`src/rtl/div_pkg.sv`:
```
// Shared widths and FSM state type for the 8-bit restoring divider.
// The optional divide-by-zero shortcut is controlled by the DIV_ZERO_CHECK_EN macro.
package div_pkg;

  localparam int DIV_WIDTH = 8;
  localparam int CNT_WIDTH = 4;

  // Value of the step counter during the final CALC step.
  localparam logic [CNT_WIDTH-1:0] CNT_LAST = CNT_WIDTH'(DIV_WIDTH - 1);

  typedef enum logic [1:0] {
    IDLE = 2'd0,
    CALC = 2'd1,
    HOLD = 2'd2
  } state_e;

endpackage

```
`src/rtl/restore_sub9.sv`:
```
// 9-bit trial subtractor for one restoring-division step.
// borrow=1 means a < b, i.e. the trial remainder would be negative.
module restore_sub9 (
  input  logic [8:0] a,
  input  logic [8:0] b,
  output logic [8:0] diff,
  output logic       borrow
);

  assign {borrow, diff} = {1'b0, a} - {1'b0, b};

endmodule

```
`src/rtl/restoring_divider.sv`:
```
// 8-bit unsigned restoring divider: one quotient bit per clock, result held until Run drops.
// Define DIV_ZERO_CHECK_EN to short-circuit Divisor=0 straight to HOLD with DivZero set.
module restoring_divider
  import div_pkg::*;
(
  input  logic                 Clk,
  input  logic                 Reset,
  input  logic                 Run,
  input  logic [DIV_WIDTH-1:0] Dividend,
  input  logic [DIV_WIDTH-1:0] Divisor,
  output logic [DIV_WIDTH-1:0] Quotient,
  output logic [DIV_WIDTH-1:0] Remainder,
  output logic                 Busy,
  output logic                 Done,
  output logic                 DivZero
);

  state_e               state_q;
  logic [DIV_WIDTH-1:0] q_q, r_q, d_q;
  logic [DIV_WIDTH-1:0] quot_q, rem_q;
  logic [CNT_WIDTH-1:0] cnt_q;
  logic                 busy_q, done_q;
  logic [DIV_WIDTH-1:0] q_d, r_d;
  logic [DIV_WIDTH:0]   trial;
  logic                 borrow;
  logic                 unused_trial_msb;

  restore_sub9 u_sub (
    .a      ({r_q, q_q[DIV_WIDTH-1]}),
    .b      ({1'b0, d_q}),
    .diff   (trial),
    .borrow (borrow)
  );

  // Partial remainder stays below the divisor, so a non-negative trial always fits in 8 bits.
  assign unused_trial_msb = trial[DIV_WIDTH];

  // NOTE: both outputs get a value on every path so no latch is inferred.
  always_comb begin
    q_d = {q_q[DIV_WIDTH-2:0], 1'b0};
    r_d = {r_q[DIV_WIDTH-2:0], q_q[DIV_WIDTH-1]};
    if (!borrow) begin
      q_d = {q_q[DIV_WIDTH-2:0], 1'b1};
      r_d = trial[DIV_WIDTH-1:0];
    end
  end

`ifdef DIV_ZERO_CHECK_EN
  logic dz_q;
  assign DivZero = dz_q;
`else
  assign DivZero = 1'b0;
`endif

  // NOTE: sequential state uses non-blocking assignments so every register samples pre-edge values.
  always_ff @(posedge Clk or posedge Reset) begin
    if (Reset) begin
      state_q <= IDLE;
      q_q     <= '0;
      r_q     <= '0;
      d_q     <= '0;
      quot_q  <= '0;
      rem_q   <= '0;
      cnt_q   <= '0;
      busy_q  <= 1'b0;
      done_q  <= 1'b0;
`ifdef DIV_ZERO_CHECK_EN
      dz_q    <= 1'b0;
`endif
    end else begin
      case (state_q)
        IDLE: begin
          if (Run) begin
`ifdef DIV_ZERO_CHECK_EN
            if (Divisor == '0) begin
              state_q <= HOLD;
              quot_q  <= '1;
              rem_q   <= Dividend;
              dz_q    <= 1'b1;
              done_q  <= 1'b1;
            end else begin
              dz_q    <= 1'b0;
`else
            begin
`endif
              state_q <= CALC;
              q_q     <= Dividend;
              d_q     <= Divisor;
              r_q     <= '0;
              cnt_q   <= '0;
              busy_q  <= 1'b1;
            end
          end
        end
        CALC: begin
          q_q   <= q_d;
          r_q   <= r_d;
          cnt_q <= cnt_q + CNT_WIDTH'(1);
          if (cnt_q == CNT_LAST) begin
            state_q <= HOLD;
            quot_q  <= q_d;
            rem_q   <= r_d;
            busy_q  <= 1'b0;
            done_q  <= 1'b1;
          end
        end
        HOLD: begin
          // Waiting for Run to drop keeps a held-high Run from retriggering.
          if (!Run) begin
            state_q <= IDLE;
            done_q  <= 1'b0;
          end
        end
        default: begin
          state_q <= IDLE;
          busy_q  <= 1'b0;
          done_q  <= 1'b0;
        end
      endcase
    end
  end

  assign Quotient  = quot_q;
  assign Remainder = rem_q;
  assign Busy      = busy_q;
  assign Done      = done_q;

endmodule

```
`config.mk`:
```
export PLATFORM = sky130hd
export DESIGN_NAME = restoring_divider
export DESIGN_NICKNAME = d
export VERILOG_FILES = /design/src/rtl/div_pkg.sv /design/src/rtl/restore_sub9.sv /design/src/rtl/restoring_divider.sv
export SDC_FILE = /design/constraint.sdc
export NUM_CORES = 1
export LEC_CHECK = 0
export ABC_AREA = 0
export CELL_PAD_IN_SITES_DETAIL_PLACEMENT = 0
export CELL_PAD_IN_SITES_GLOBAL_PLACEMENT = 2
export CORE_MARGIN = 1
export CORE_UTILIZATION = 33
export CTS_CLUSTER_DIAMETER = 60
export DETAILED_ROUTE_END_ITERATION = 8
export PLACE_DENSITY = 0.8
export SLEW_MARGIN = 10
export SYNTH_ARGS = -nofsm -noshare
export SYNTH_HDL_FRONTEND = slang
export SYNTH_SLANG_ARGS = --single-unit
export TNS_END_PERCENT = 50
```
`constraint.sdc`:
```
create_clock -name Clk -period 2.68 [get_ports Clk]
set_input_delay 0.67 -clock Clk [delete_from_list [all_inputs] [get_ports Clk]]
set_output_delay 0.67 -clock Clk [all_outputs]
set_load 0.01 [all_outputs]
```
# Yosys cells after proc, flatten, opt, wreduce, memory -nomap -nowiden
# Cells that the tools add are included.
# op_classes
mux	18
bitwise	2
n_reduce_logical	8
eq_ne	6
add_sub_neg	2
# ops
operator	n
$pmux 8 s2	2
$mux 8	3
$sub 9x8->10	1
$reduce_and 3->1	3
$pmux 4 s2	1
$mux 2	3
$ne 2x2->1 const B	3
$pmux 1 s3	2
$pmux 2 s3	1
$reduce_and 2->1	3
$mux 1	5
$add 4x1->4 const B	1
$eq 4x3->1 const B	1
$mux 4	1
$eq 2x1->1 const B	1
$eq 2x2->1 const B	1
$logic_not 2->1	1
$not 1->1	2
$reduce_bool 2->1	1
# word_totals
inputBits	19
out_inout_bits	19
ff_bits	48
word_cells	45

# Depth between registers and ports, before layout
# Gate-level depths: netlist of run 1.
# logic_depth
ltp_word	3
mapped_depth	9
mapped_depth_nobuf	9

# Cells and area by module
# From an unflattened synthesis of run 1, not the netlist that was laid out.
# unflattened
cells_unflattened	220
hier_area_um2	2441.1
# by_module_without_submodules
mod	seq_area_each_um2	n_inst	area_per_inst_um2	cells_per_inst
restoring_divider	1201.2	1	2072.0	170
restore_sub9	0.0	1	369.1	50

# Worst setup path before layout of run 1
# No wires, ideal clock.
# synth_path
kind	register to register
start	register r_q[3]
end	register rem_q[0] (netlist: Remainder[0])
required_ns	2.606
setup_ns	0.074
synth_period_minus_slack_ns	1.948
stages_incl_launch_ff	7
setup_slack_ns	0.732
arrival_time_ns	1.874
path_buffers	0
path_cell_list	dfrtp_1 > ha_1 > a21oi_1 > o221ai_2 > nor2_4 > mux2_4 > o21ai_2
# synth_between
elab_chain_len	2
# synth_rtl
item	line	source
start, declared	restoring_divider.sv:19	logic [DIV_WIDTH-1:0] q_q, r_q, d_q;
start signal, assigned	restoring_divider.sv:97	r_q <= r_d;
$sub 9x8->10	restore_sub9.sv:10	assign {borrow, diff} = {1'b0, a} - {1'b0, b};
$mux 8	restoring_divider.sv:42	if (!borrow) begin
end signal, assigned	restoring_divider.sv:102	rem_q <= r_d;
end, declared	restoring_divider.sv:20	logic [DIV_WIDTH-1:0] quot_q, rem_q;
# Every way passes these cells.
# A chain may end at the register's enable or synchronous reset.

# Final worst setup path of run 1
# layout_path
start	register r_q[3]
end	register r_q[6]
# layout_between
elab_chain_len	3
# layout_rtl
item	line	source
$sub 9x8->10	restore_sub9.sv:10	
$mux 8	restoring_divider.sv:42	
$pmux 8 s2	restoring_divider.sv:71	case (state_q)
# Every way passes these cells.

==> flow_summary.toml, run 1 <==
[grt]
busiest_layer = "met2"
use_met1_pct = 21.80
antenna_found_initial = 0
grt_remaining_overflow = 0
met2_usage_pct = 26.43
grt_pass1_vias = 1894
met3_usage_pct = 3.016
grt_pass1_wl_mm = 9.522
grt_use_total_pct = 16.06
grt_max_degree = 49

[cts]
cts_buffer_depth = 2
cts.sinks = 48
post_cts_resized = 0
clkLatencyLatePin_ns = 0.31
cts_tree = "built"
cts_made_buffers = 5
clk_pin_slew_worst_paths_ns = 0.09
clockRootBuffer = "clkbuf_8"
h-tree-depth = 2
post_cts_buffers = 0
ctsHoldBuffers = 0

[pwr]
p_sw_mw = 1.773
pwr-share-seq_pct = 31.9
switching_share_pct = 44.02
intPower_mw = 2.255
clkPwrFrac_pct = 11.5
combPwrFrac_pct = 56.6
total_leakage_power_nw = 1.333
vdd_ir_drop_max_mv = 0.4863
power_density_mw_per_mm2 = 1337

[synth]
synthArstFlopShare_pct = 100.0
synth_cells = 268
synth.cell_area_sq_mm = 0.002435
yosys_most_used_dff = "dfrtp_1"
synth_top_area_cell = "dfrtp_1"
synth_area_leaders = "dfrtp_1 (49%), nand2_1 (10%), o21ai_0 (6.4%), ha_1 (4.6%), nand3_1 (2.9%)"
yosysSeqAreaShare_pct = 49.33
synth.avg_cell_area_sq_um = 9.085
synth_nets = 297
ys.warnings.count = 0
synth.distinct_cells = 37
synth_top_area_share_pct = 49.33
ys_ff_latch = 48
synth_edf_count = 0

[setup_path]
cp_max_fo = 10
path_class = "reg2reg"
startpoint_type = "flop"
worstPathArrival_ns = 2.40
required_ns = 2.84
cp-end-kind = "flop"

[layout]
multi_input_area_sq_mm = 0.001122
final_layout_size_suffix_gt1_share_pct = 8.170
area_growth_pct = 23.69
diodes = 0
regArea_sq_mm = 0.001201
fillers = 700
utilization_pct = 43.37
fin_cells = 402
nets = 335
stdcell_area_sq_mm = 0.003012

[run]
maxCapViolCount = 0

[die]
pin_count = 38
core_sq_mm = 0.006944
die_h_microns = 87.90
dieArea_sq_mm = 0.007726
die_w_microns = 87.90
rows = 30
initial_core_util_pct = 35.06

[placement]
place_area_sq_mm = 0.002920
place_inst = 395
dp_hpwl_mm = 3.823
gp_congestion = 0.7645
numPortBuffers = 36

[drt]
drtAntennaViolNets = 0
firstDrtPassIters = 4
route.detailed.drc = 0
drt_iter0_markers = 64
wl_mm = 5.585
post_drt_wl_per_cell_microns = 13.89
vias = 1955
vias_per_cell = 4.863

[sta]
fmax_mhz = 445.7
tightest_slew_ns = 0.7203
setup_viol_count_final = 0
rsz0062_at_grt = "no"
setup-tns-final_ns = 0
min_period_ns = 2.244
finalCritPeriodShare_pct = 83.72
hold_violations = 0
relSlewSlack_pct = 51.86
clock_skew_ns = 0.007781
slew_violations = 0

[hold_path]
hp-class = "reg2reg"

[outcome]
status = "completed"
-- critical path, cell delays in order, from the launching register on --
cell      delay, ns
dfrtp_1        0.41
ha_1           0.40
a21oi_1        0.31
o221ai_2       0.20
nor2_4         0.35
mux2i_1        0.31
o21ai_0        0.11
-- metrics by stage --
step / hold WS (ns) / setup slack (ns) / total power, mW
finish: 0.4772 / 0.4362 / 4.027
global route: 0.5075 / 0.2677 / 4.409
CTS: 0.4863 / 0.4489 / 4.064
detailed placement: 0.4631 / 0.4493 / 3.589
global placement: 0.4565 / 0.4764 / 3.574
floorplan: 0.4497 / 0.7319 / 2.895
-- cells in the mapped netlist, drive strengths merged, types with 2 or more instances --
library cell,n
o211ai,2
nor2,15
ha,9
a21oi,6
nor3b,3
nand2b,2
xor2,4
a31oi,11
inv,15
nand3,14
a211oi,3
dfrtp,48
buf,5
clkbuf,8
nand3b,2
and2,3
o21ai,34
mux2i,5
nand2,66
-- flip-flops by register name, indices dropped and copies added, names as in the netlist --
name       cells
Remainder      8
r_q            8
state_q        2
Done           1
q_q            8
Quotient       8
cnt_q          4
Busy           1
d_q            8
-- routing by layer --
layer | share of wire, % | vias to the layer above | wire length (microns)
li1 | - | 981 | -
met1 | 49 | 935 | 2745
met2 | 47 | 33 | 2609
met3 | 3.1 | 6 | 171
met4 | 1.1 | 0 | 59
met5 | 0 | - | 0
-- area by class of cell --
cell class / instances / share of cell area (%)
flip-flops and latches: 48 / 39.88
clock inverters: 1 / 0.2908
well taps: 96 / 3.988
clock buffers: 6 / 2.742
inverters: 15 / 1.870
multi-input cells: 192 / 37.27
repair buffers: 44 / 13.96
-- path summary, 6_finish.rpt --
check	from	endpoint	slack, ns	cells past startpoint
setup / recovery	r_q[3]	r_q[6]	0.44	6
hold / removal	Quotient[6]	Quotient[6]	0.48	2
setup reg to reg	r_q[3]	r_q[6]	0.44	6
hold reg to reg	Quotient[6]	Quotient[6]	0.48	2
max in group asynchronous	Reset	d_q[5]	1.41	3
min in group asynchronous	Reset	Done	0.85	3
-- logic make-up (layout without fill, tap and decap cells) --
| group | Yosys count | after routing | share of synthesized area [%] |
|---|---|---|---|
| AO/OA/AOI/OAI | 60 | 60 | 15.52 |
| XOR/XNOR | 5 | 5 | 1.798 |
| adder cells (fa/ha/maj) | 10 | 10 | 5.447 |
| other | 1 | 1 | 0.1540 |
| flip-flops | 48 | 48 | 49.33 |
| buffers and inverters | 28 | 66 | 4.779 |
| multiplexers | 6 | 6 | 2.672 |
| AND/OR/NAND/NOR | 110 | 110 | 20.30 |
-- power groups by stage --
| stage | combinational, mW | clock [mW] | sequential, mW |
|---|---|---|---|
| floorplan | 1.59 | 0 | 1.30 |
| detailed placement | 2.29 | 0 | 1.30 |
| CTS | 2.30 | 0.479 | 1.29 |
| global route | 2.57 | 0.514 | 1.33 |
| finish | 2.28 | 0.462 | 1.28 |
| global placement | 2.27 | 0 | 1.30 |
-- cells in the final DEF, fill, tap and decap left out, types with 2 or more instances in the layout --
cell type        count
a31oi_1             11
o211ai_1             2
o21ai_2              2
nand3b_1             2
ha_1                 9
o21ai_0             31
clkbuf_8             6
a21oi_1              5
nand2_1             66
nor2_1              14
clkdlybuf4s50_1     36
dfrtp_1             48
inv_1               14
nand2b_1             2
xor2_1               4
mux2i_1              5
a211oi_1             3
nand3_1             14
and2_1               3
nor3b_1              2
buf_4                8
(Power assumes the default switching activity.)
==> run 2: changes to the inputs <==
- clock period: 2.68 -> 2.1 ns (I/O delays scaled with it)
==> flow_summary.toml, run 2 (same netlist as run 1, synthesis figures left out) <==
[placement]
numPortBuffers = 36
dp_hpwl_mm = 4.162
gp_congestion = 0.7945
dp_slack_ns = 0.006457

[layout]
final_layout_size_suffix_gt1_share_pct = 18.29
final_common_cell = "nand2_1"
fillers = 666
nets = 356
utilization_pct = 47.55
area_growth_pct = 35.61
layout_common_cells = "nand2_1 (66), dfrtp_1 (46), clkdlybuf4s50_1 (36), o21ai_0 (28), buf_4 (26)"
diodes = 0

[pwr]
pwr-share-seq_pct = 27.3
total_leakage_power_nw = 1.469
intPower_mw = 3.588
power_density_mw_per_mm2 = 1829
p_sw_mw = 2.450
switching_share_pct = 40.58
clkPwrFrac_pct = 13.6
vdd_ir_drop_max_mv = 0.7962
combPwrFrac_pct = 59.1
finalPower_mw = 6.038

[drt]
route.detailed.drc = 0
wl_mm = 5.760
drt_iter0_markers = 66
vias_per_cell = 4.800
drtAntennaViolNets = 0
firstDrtPassIters = 4
vias = 2035
post_drt_wl_per_cell_microns = 13.58

[sta]
finalCritPeriodShare_pct = 96.35
setup_slack_ns = 0.07656
hold_violations = 0
slew_violations = 0
rsz0062_at_grt = "yes"
setup_viol_count_final = 0
clock_skew_ns = 0.008070
setup-tns-final_ns = 0
fmax_mhz = 494.2
min_period_ns = 2.023

[setup_path]
cp_cell_sequence = "ha_4 -> inv_1 -> buf_4 -> a2111oi_4 -> nor2_4 -> buf_2 -> buf_4 -> a31oi_1 -> o21ai_0"
cp_max_fo = 4
worstPathArrival_ns = 2.21
cp-end-kind = "flop"
timing.rr.end = "Remainder[5]"
path_common_cell = "buf_4"
rrSetupSlack_ns = 0.08
critPathBufInv = 4
critPathSlowestCell = "dfrtp_2"
required_ns = 2.29
slowest_delay_ns = 0.45
path_class = "reg2reg"
rr_worst_depth = 9
crit_start = "r_q[6]"
worstReg2RegStart = "r_q[6]"
startpoint_type = "flop"
cp_top_family = "compound AO/OA/AOI/OAI gates"

[die]
rows = 30
core_sq_mm = 0.006944
die_w_microns = 87.90
dieArea_sq_mm = 0.007726
die_h_microns = 87.90
initial_core_util_pct = 35.06
pin_count = 38

[cts]
cts.sinks = 48
cts_tree = "built"
h-tree-depth = 2
cts_made_buffers = 5
ctsHoldBuffers = 0
clockRootBuffer = "clkbuf_8"
clk_pin_slew_worst_paths_ns = 0.10
cts_buffer_depth = 2
clkLatencyLatePin_ns = 0.30

[grt]
antenna_found_initial = 0
grt_remaining_overflow = 0
grt_pass1_wl_mm = 9.577
grt_max_degree = 49
grt_pass1_vias = 2000
grt_use_total_pct = 16.22

[hold_path]
hold_depth = 2
hp-class = "reg2reg"
hold_end = "Quotient[2]"
hp-start = "Quotient[2]"

[outcome]
status = "completed"

[run]
maxCapViolCount = 0
## run 2: cell types whose count changed in the layout (fill, tap and decap cells not counted), sizes merged
| cell | delta |
|---|---|
| buf | +21 |
| bufinv | +2 |
| clkbuf | -1 |
| clkinv | -1 |
| inv | +1 |
## run 2: routing by layer
layer  vias up  share of wire, %  GRT usage [%]
met5         -                 0              0
met4         0              0.47          4.471
met3         2               3.1          2.639
met2        31                50          28.96
met1       974                47          20.20
li1       1028                 -              -
## run 2: worst min-delay path, cell delays in order, from the launching register on
cell	delay, ns
dfrtp_1	0.35
nand2_1	0.05
nand2_1	0.05
## run 2: worst max-delay path by stage
| stage | end | cells after the start |
|---|---|---|
| 6_report | Remainder[5] | 9 |
| 5_1_grt | r_q[4] | 10 |
| 4_1_cts | r_q[1] | 6 |
| 3_5_place_dp | r_q[1] | 6 |
| 3_3_place_gp | r_q[2] | 6 |
| 2_1_floorplan | Remainder[0] | 6 |
## run 2: repair_timing
action | in CTS | in global routing
pin swaps | 1 | 7
setup endpoints to repair | 2 | 13
setup buffers | 0 | 6
resized for setup | 0 | 18
hold endpoints to repair | 0 | 0
## run 2: area by class of cell
class / instances / area [sq um] / area share (%)
sequential: 48 / 1204 / 36.45
multi-input combinational: 192 / 1184 / 35.85
timing repair buffer: 65 / 600.6 / 18.19
tap: 96 / 120.1 / 3.638
clock buffer: 5 / 68.82 / 2.084
clock inverter: 3 / 68.82 / 2.084
inverter: 15 / 56.30 / 1.705
## run 2: stage by stage
| step | area (sq um) | hold WS, ns | instances |
|---|---|---|---|
| 5_1_grt | 3302 | 0.5074 | 424 |
| 6_report | 3302 | 0.4792 | 424 |
| 3_3_place_gp | 3045 | 0.4565 | 410 |
| 2_1_floorplan | 2435 | 0.4497 | 268 |
| 3_5_place_dp | 3045 | 0.4626 | 410 |
| 4_1_cts | 3183 | 0.4876 | 418 |
## run 2: power groups by stage
stage          registers [mW]  clock network (mW)  logic (mW)
2_1_floorplan            1.66                   0        2.03
3_3_place_gp             1.65                   0        3.21
3_5_place_dp             1.65                   0        3.24
4_1_cts                  1.63               0.845        3.25
5_1_grt                  1.70               0.865        4.01
6_report                 1.65               0.822        3.57
